## src/rtl/pipe_hazard_ctrl.sv

```systemverilog
// Purpose : stall/flush sequencer for the 5-stage pipeline. Handles load-use
//           hazards, taken-branch squashes and variable-latency data-memory
//           accesses, and keeps stall/flush perf counters and a sticky
//           memory-timeout flag.
// Latency : enables, flushes, bubble and dmem_req are combinational from the
//           current state and inputs. State, wait counter, counters and
//           mem_err update on the rising clk edge.
// Backpressure: an unacknowledged data-memory access (dmem_req high, dmem_ack
//           low) freezes PC, IF/ID, ID/EX and EX/MEM. MEM/WB keeps advancing
//           with a bubble so the stalled access never writes back twice.
// Ports   :
//   clk, rst_n        clock, synchronous active-low reset
//   id_rs, id_rt      source registers of the ID instruction
//   id_uses_rt        ID instruction reads rt
//   ex_mem_read       EX instruction is a load
//   ex_rd             EX destination register
//   ex_branch_taken   branch resolved taken in EX
//   mem_access        MEM instruction is a load/store
//   dmem_req/ack      data-memory handshake
//   *_en              pipeline register write enables
//   if_id_flush       load NOP into IF/ID
//   id_ex_flush       bubble into ID/EX
//   mem_wb_bubble     zero the write controls entering MEM/WB
//   mem_err           sticky memory timeout flag
//   stall_cnt         saturating count of stall cycles
//   flush_cnt         saturating count of branch flushes
module pipe_hazard_ctrl #(
    parameter int MEM_TIMEOUT = 255,
    parameter int CNT_W       = 16
) (
    input  logic             clk,
    input  logic             rst_n,
    input  logic [4:0]       id_rs,
    input  logic [4:0]       id_rt,
    input  logic             id_uses_rt,
    input  logic             ex_mem_read,
    input  logic [4:0]       ex_rd,
    input  logic             ex_branch_taken,
    input  logic             mem_access,
    input  logic             dmem_ack,
    output logic             dmem_req,
    output logic             pc_en,
    output logic             if_id_en,
    output logic             id_ex_en,
    output logic             ex_mem_en,
    output logic             mem_wb_en,
    output logic             if_id_flush,
    output logic             id_ex_flush,
    output logic             mem_wb_bubble,
    output logic             mem_err,
    output logic [CNT_W-1:0] stall_cnt,
    output logic [CNT_W-1:0] flush_cnt
);

    typedef enum logic {
        RUN      = 1'b0,
        MEM_WAIT = 1'b1
    } state_t;

    localparam logic [15:0]      TIMEOUT = 16'(MEM_TIMEOUT);
    localparam logic [CNT_W-1:0] CNT_MAX = '1;
    localparam logic [CNT_W-1:0] CNT_ONE = CNT_W'(1);

    state_t      state;
    state_t      state_nxt;
    logic [15:0] wait_cnt;
    logic [15:0] wait_cnt_nxt;
    logic        stall_inc;
    logic        flush_inc;
    logic        err_set;
    logic        load_use;
    logic        ack_eff;

    // r0 is hard-wired zero, so a load targeting it never creates a hazard.
    assign load_use = ex_mem_read && (ex_rd != 5'd0) &&
                      ((ex_rd == id_rs) || (id_uses_rt && (ex_rd == id_rt)));

    // An ack only counts while a request is actually outstanding.
    assign ack_eff = mem_access && dmem_ack;

    always_comb begin
        state_nxt     = state;
        wait_cnt_nxt  = wait_cnt;
        stall_inc     = 1'b0;
        flush_inc     = 1'b0;
        err_set       = 1'b0;
        dmem_req      = mem_access;
        pc_en         = 1'b1;
        if_id_en      = 1'b1;
        id_ex_en      = 1'b1;
        ex_mem_en     = 1'b1;
        mem_wb_en     = 1'b1;
        if_id_flush   = 1'b0;
        id_ex_flush   = 1'b0;
        mem_wb_bubble = 1'b0;

        unique case (state)
            RUN: begin
                if (mem_access && !ack_eff) begin
                    pc_en         = 1'b0;
                    if_id_en      = 1'b0;
                    id_ex_en      = 1'b0;
                    ex_mem_en     = 1'b0;
                    mem_wb_bubble = 1'b1;
                    stall_inc     = 1'b1;
                    state_nxt     = MEM_WAIT;
                end else if (ex_branch_taken) begin
                    // The load-use dependent sits in ID and is squashed here,
                    // so no stall is needed on top of the flush.
                    if_id_flush = 1'b1;
                    id_ex_flush = 1'b1;
                    flush_inc   = 1'b1;
                end else if (load_use) begin
                    // Hold PC and IF/ID, push a bubble into EX. The bubble
                    // clears ex_mem_read next cycle, ending the stall.
                    pc_en       = 1'b0;
                    if_id_en    = 1'b0;
                    id_ex_flush = 1'b1;
                    stall_inc   = 1'b1;
                end
            end
            MEM_WAIT: begin
                if (!ack_eff) begin
                    pc_en         = 1'b0;
                    if_id_en      = 1'b0;
                    id_ex_en      = 1'b0;
                    ex_mem_en     = 1'b0;
                    mem_wb_bubble = 1'b1;
                    stall_inc     = 1'b1;
                    if (wait_cnt < TIMEOUT) begin
                        wait_cnt_nxt = wait_cnt + 16'd1;
                    end
                    // Flag only; the controller keeps waiting for the ack.
                    err_set = (wait_cnt_nxt >= TIMEOUT);
                end else begin
                    // Release cycle: branch/load-use get re-evaluated in RUN.
                    state_nxt    = RUN;
                    wait_cnt_nxt = 16'd0;
                end
            end
            default: begin
                state_nxt = RUN;
            end
        endcase

        // During reset every register loads, fed with NOP/bubble controls,
        // so the pipe drains to a clean state; no memory request goes out.
        if (!rst_n) begin
            dmem_req      = 1'b0;
            pc_en         = 1'b1;
            if_id_en      = 1'b1;
            id_ex_en      = 1'b1;
            ex_mem_en     = 1'b1;
            mem_wb_en     = 1'b1;
            if_id_flush   = 1'b1;
            id_ex_flush   = 1'b1;
            mem_wb_bubble = 1'b1;
        end
    end

    always_ff @(posedge clk) begin
        if (!rst_n) begin
            state     <= RUN;
            wait_cnt  <= 16'd0;
            stall_cnt <= '0;
            flush_cnt <= '0;
            mem_err   <= 1'b0;
        end else begin
            state    <= state_nxt;
            wait_cnt <= wait_cnt_nxt;
            if (stall_inc && (stall_cnt != CNT_MAX)) begin
                stall_cnt <= stall_cnt + CNT_ONE;
            end
            if (flush_inc && (flush_cnt != CNT_MAX)) begin
                flush_cnt <= flush_cnt + CNT_ONE;
            end
            if (err_set) begin
                mem_err <= 1'b1;
            end
        end
    end

endmodule

```

## config.mk

```make
export PLATFORM = sky130hd
export DESIGN_NAME = pipe_hazard_ctrl
export DESIGN_NICKNAME = d
export VERILOG_FILES = /design/src/rtl/pipe_hazard_ctrl.sv
export SDC_FILE = /design/constraint.sdc
export NUM_CORES = 1
export LEC_CHECK = 0
export ABC_AREA = 1
export CAP_MARGIN = 20
export CORE_ASPECT_RATIO = 0.75
export CORE_MARGIN = 4
export CORE_UTILIZATION = 25
export CTS_CLUSTER_DIAMETER = 80
export DETAILED_ROUTE_END_ITERATION = 8
export PLACE_DENSITY = 0.54
export SLEW_MARGIN = 0
export SYNTH_ARGS = -nofsm -noshare
export SYNTH_HDL_FRONTEND = slang
export SYNTH_SLANG_ARGS = --single-unit
export TNS_END_PERCENT = 50
```

## constraint.sdc

```tcl
create_clock -name clk -period 3.52 [get_ports clk]
set_clock_uncertainty 0.1 [all_clocks]
set_input_delay 0.704 -clock clk [delete_from_list [all_inputs] [get_ports clk]]
set_output_delay 0.704 -clock clk [all_outputs]
set_load 0.02 [all_outputs]
```

== Word-level counts from Yosys, hierarchy flattened ==
Cells that the tools add are included.
Storage, ports and cells
  output and inout bits: 42
  logic and storage cells: 57
  flip-flop bits (word level): 50
  input port bits: 22
Operators by class
  add/subtract/negate cells: 3
  reduce and logical (&&, ||, !) cells: 10
  muxes and demuxes: 32
  bitwise operators: 1
  eq/ne operators: 4
  magnitude comparators: 2
Operator list (number)
  16-bit 2-to-1 mux: 4
  16-bit by 1-bit adder with 16-bit output, second input constant: 3
  16-bit != test, second input constant: 2
  1-bit 2-to-1 mux: 24
  16-bit by 8-bit greater-or-equal comparator with 1-bit output, second input constant: 1
  16-bit by 8-bit < comparator with 1-bit output, second input constant: 1
  5-bit equality test: 2
  1-bit case mux with 2 select lines: 4
  1-bit logical AND: 7
  5-bit nonzero test: 1
  1-bit zero test: 1
  1-bit logical OR: 1
  1-bit inverter: 1

== Depth between registers and ports, before layout ==
  depth in word-level cells: 9
  depth in mapped cells: 13
  mapped depth without buffers: 13

== Worst setup path before layout ==
OpenSTA, ideal clock, no wires.
  path type: input-to-output
  from: input ex_rd[3]
  to: output pc_en
  path buffers: 2
  setup slack: 0.915 ns
  required time: 2.716 ns
  cell stages on the path: 9
  arrival time: 1.801 ns
  path through: xor2_1 nor2_1 nand4_1 nand2_1 nand3_1 nand2_2 buf_4 nand2_1 buf_4
Between the ends
  cells in the longest elaborated chain, start to end: 9
  elaborated cells between the ends (all ways): 12
  classes of those cells: eq/ne: 2; mux: 5; reduce/logical: 5
Ends and longest elaborated chain
  start: declaration: line 37  | input logic [4:0] ex_rd,
  5-bit equality test: line 76  | ((ex_rd == id_rs) || (id_uses_rt && (ex_rd == id_rt)));
  1-bit logical AND: line 76
  1-bit logical OR: line 76
  1-bit logical AND *: line 75  | assign load_use = ex_mem_read && (ex_rd != 5'd0) &&
  1-bit 2-to-1 mux * (3 in a row)
  1-bit case mux with 2 select lines *
  1-bit 2-to-1 mux *
  end: declaration: line 42  | output logic pc_en,
Every way passes the cells marked *; elsewhere a longest branch is shown, timed or not.

== Final worst setup path ==
  from: input ex_rd[1]
  to: output id_ex_flush
Between the ends
  cells in the longest elaborated chain, start to end: 9
  elaborated cells between the ends (all ways): 12
  classes of those cells: eq/ne: 2; mux: 5; reduce/logical: 5
Ends and longest elaborated chain
  5-bit equality test: line 76
  1-bit logical AND: line 76
  1-bit logical OR: line 76
  1-bit logical AND *: line 75
  1-bit 2-to-1 mux *: line 113  | end else if (load_use) begin
  1-bit 2-to-1 mux *: line 107  | end else if (ex_branch_taken) begin
  1-bit 2-to-1 mux *: line 99  | if (mem_access && !ack_eff) begin
  1-bit 2-to-1 mux *: line 97  | unique case (state)
  1-bit 2-to-1 mux *: line 148  | if (!rst_n) begin
  end: declaration: line 48  | output logic id_ex_flush,
Marks and branches as above.

==> impl_results.md <==
- IO buf count: 62
- Cells taking the most area after synthesis: dfxtp_1, nand2_1, nand3_1
- Most common library cell in the layout ignoring fill and taps: nand2_1
- Number of nets with antenna violations after detailed routing: 0
- Number of cells on the worst reg-to-reg path: 8
- Share of synthesized area spent on multiplexers: 0
- Count of vias placed by the detailed router: 3029
- Endpoint of the lowest-slack register-to-register path: stall_cnt[0]
- Remaining design rule violation count: 0
- Max rail drop VDD: 0.171 mV
- Crit. End Element: primary output
- Fraction of registers with async set or reset after synthesis: 0
- Type of element launching the critical path: input pin
- GR Layer Usage met3: 0.0254
- Cts bufs inserted: 5
- Clock transition at the registers of the reported paths: 0.07 ns
- Count of endpoints failing hold in the final timing report: 0
- Die width: 135 µm
- Wire length of the first global-routing pass: 14200 µm
- Commonest cells after routing, fill and taps aside: nand2_1, clkdlybuf4s50_1, inv_1, dfxtp_1, nor2_1
- Antenna cell count: 0
- Yosys reg bits: 50
- Power per cell area: 325 nW/µm²
- Result of the run: finished, final reports clean
- Flip-flop cell with the highest count after synthesis: dfxtp_1
- Post-synthesis instance area: 3020 µm²
- Count of final max-slew check failures: 0
- Bufs on Longest Clock Path: 2
- Largest net degree at the start of global routing: 36
- Arrival time worst endpoint: 2.52 ns
- Warnings from Yosys: 0
- Wire per inst: 12.0 µm
- Weighted congestion at the end of routability-driven global placement: 0.849
- Ratio of cells with drive above 1 in the final layout: 0.0724
- DRT iter0 DRCs: 158
- Data required time at the worst endpoint: 2.72 ns
- Total global-route track usage: 0.124
- Site row count: 34
- Number of distinct standard cells referenced by the synthesized netlist: 38
- Average vias per placed instance: 4.41
- Cell chosen for the clock root: clkbuf_16
- Dpl cell area: 3810 µm²
- HPWL after DPL: 6260 µm
- Biggest fanout along the worst timing path: 3
- Synth area leader: dfxtp_1
- Syn Nets: 487
- Worst R2R Start: stall_cnt[0]
- Die area: 13900 µm²
- Final cycle utilization of the critical path: 0.944
- Worst Hold Launch: wait_cnt[14]
- Setup slack on the worst flop-to-flop path: 1.29 ns
- First drt pass iteration count: 4
- DIE HEIGHT: 103 µm
- Core Region: 11700 µm²
- Area share of the leading cell type in the synthesized netlist: 0.332
- Synth Area in Adders: 0.0124
- Combinational family with the most area after synthesis: simple AND/OR/NAND/NOR gates
- Final Routed Wirelength: 8230 µm
- Sequential element share of the synthesized area: 0.332
- Global Route met1 Usage: 0.180
- Initial antenna violation count: 0
- Share of the synthesized netlist area taken by xor and xnor gates: 0.0668
- Post-synth EDFFs: 0
- Period minus WS final: 3.32 ns
- Post-route setup TNS: 0 ns
- # IOs: 64
- Post-route cell area: 3980 µm²
- Static Leakage: 1.49 nW
- GR Layer Usage met2: 0.191
- Most Used Layer, Global Route: met2
- Setup CP Type: in -> out
- Final #Nets: 549
- # H-tree levels: 2
- Gate Count Post-Synth: 462
- Hold depth: 2
- Initial standard-cell utilization of the core: 0.258
- Setup repair after global routing missed its margin: no
- Clock tree sinks: 50
- Overflow left after global routing: 0
- Worst hold path class: reg -> reg
- Reported max-cap violation count: 0
- Total setup violations reported at the end of the flow: 0
- Worst hold endpoint: wait_cnt[14]
- Number of global-route vias before repair: 2952
- Post-CTS setup buffer count: 0
- Area added between synthesis and finish: 32.0%
- Highest attainable clock frequency: 301 MHz
- Clock latency on the worst-skew pair: 0.29 ns
- Share of the synthesized area in compound gates (AO/OA/AOI/OAI): 0.110
- Share of synthesized cell area in and, or, nand and nor gates: 0.377
- Average size of a mapped cell: 6.53 µm²
- Clock tree from TritonCTS: done
==> area by class of cell <==
cell class / count / area (µm²)
clock buffers: 5 / 125
multi-input cells: 339 / 1710
fillers: 1281 / 7720
clock inverters: 3 / 45.0
flip-flops and latches: 50 / 1000
inverters: 61 / 231
well taps: 162 / 203
repair buffers: 67 / 663
==> stage by stage <==
stage          hold slack, ns  power (W)  cells  worst slack (ns)  utilization
3_5_place_dp            0.344   0.000751    679             0.164        0.325
3_3_place_gp            0.337   0.000751    679             0.188        0.325
5_1_grt                 0.387    0.00135    687            0.0461        0.340
4_1_cts                 0.356    0.00131    687             0.159        0.340
2_1_floorplan           0.328   0.000681    462             0.915            -
6_report                0.353    0.00129    687             0.197        0.340
==> cells in the mapped netlist, types with 6 or more instances <==
| cell type | count |
|---|---|
| a21oi_1 | 33 |
| dfxtp_1 | 50 |
| inv_1 | 56 |
| nand2_1 | 116 |
| nand2_2 | 6 |
| nand3_1 | 47 |
| nand4_1 | 7 |
| nor2_1 | 48 |
| nor3_1 | 9 |
| o21ai_0 | 15 |
| xnor2_1 | 7 |
| xor2_1 | 16 |
==> registers in the layout, indices dropped and copies added (netlist names) <==
register / flops
wait_cnt: 16
stall_cnt: 16
mem_err: 1
state: 1
flush_cnt: 16
==> worst max-delay path, cell delays in order <==
cell and delay (ns):
clkdlybuf4s50_1 0.53, inv_1 0.07, nand2_1 0.06, nand2_1 0.05, nor2_1 0.10, nand3_1 0.07
nand2_1 0.09, a21oi_1 0.06, o21ai_0 0.15, clkdlybuf4s50_1 0.65
==> where the power goes <==
group / total (W) / internal [W] / switching, W / leakage [nW]
sequential: 0.000583 / 0.000572 / 0.0000107 / 0.404
combinational: 0.000153 / 0.0000660 / 0.0000869 / 1.01
clock: 0.000557 / 0.000335 / 0.000222 / 0.0760
total: 0.00129 / 0.000974 / 0.000319 / 1.49
==> what timing repair did <==
item                                    4_1_cts  5_1_grt
hold buffers                                  0        0
gates resized for setup                       0        2
endpoints found under the hold margin         0        0
endpoints found under the setup margin        0        2
==> layer usage <==
metal	vias up	routed length, µm
met1	1334	4380
met3	5	492
li1	1608	-
met5	-	0
met2	82	3310
met4	0	54
==> logic make-up (layout without fill, tap and decap cells) <==
group | Yosys count | after routing
compound gates | 61 | 61
xor+xnor | 23 | 23
fa+ha+maj | 3 | 3
buf+inv | 73 | 136
flops | 50 | 50
other cells | 1 | 1
simple gates | 251 | 251
==> worst max path at each step <==
| stage | start | endpoint | slack (ns) |
|---|---|---|---|
| 2_1_floorplan | ex_rd[3] | pc_en | 0.92 |
| 3_3_place_gp | ex_rd[1] | if_id_en | 0.19 |
| 3_5_place_dp | ex_rd[1] | if_id_en | 0.16 |
| 4_1_cts | ex_rd[1] | if_id_en | 0.16 |
| 5_1_grt | ex_rd[1] | id_ex_flush | 0.05 |
| 6_report | ex_rd[1] | id_ex_flush | 0.20 |
Power figures use the tool's default switching activity.
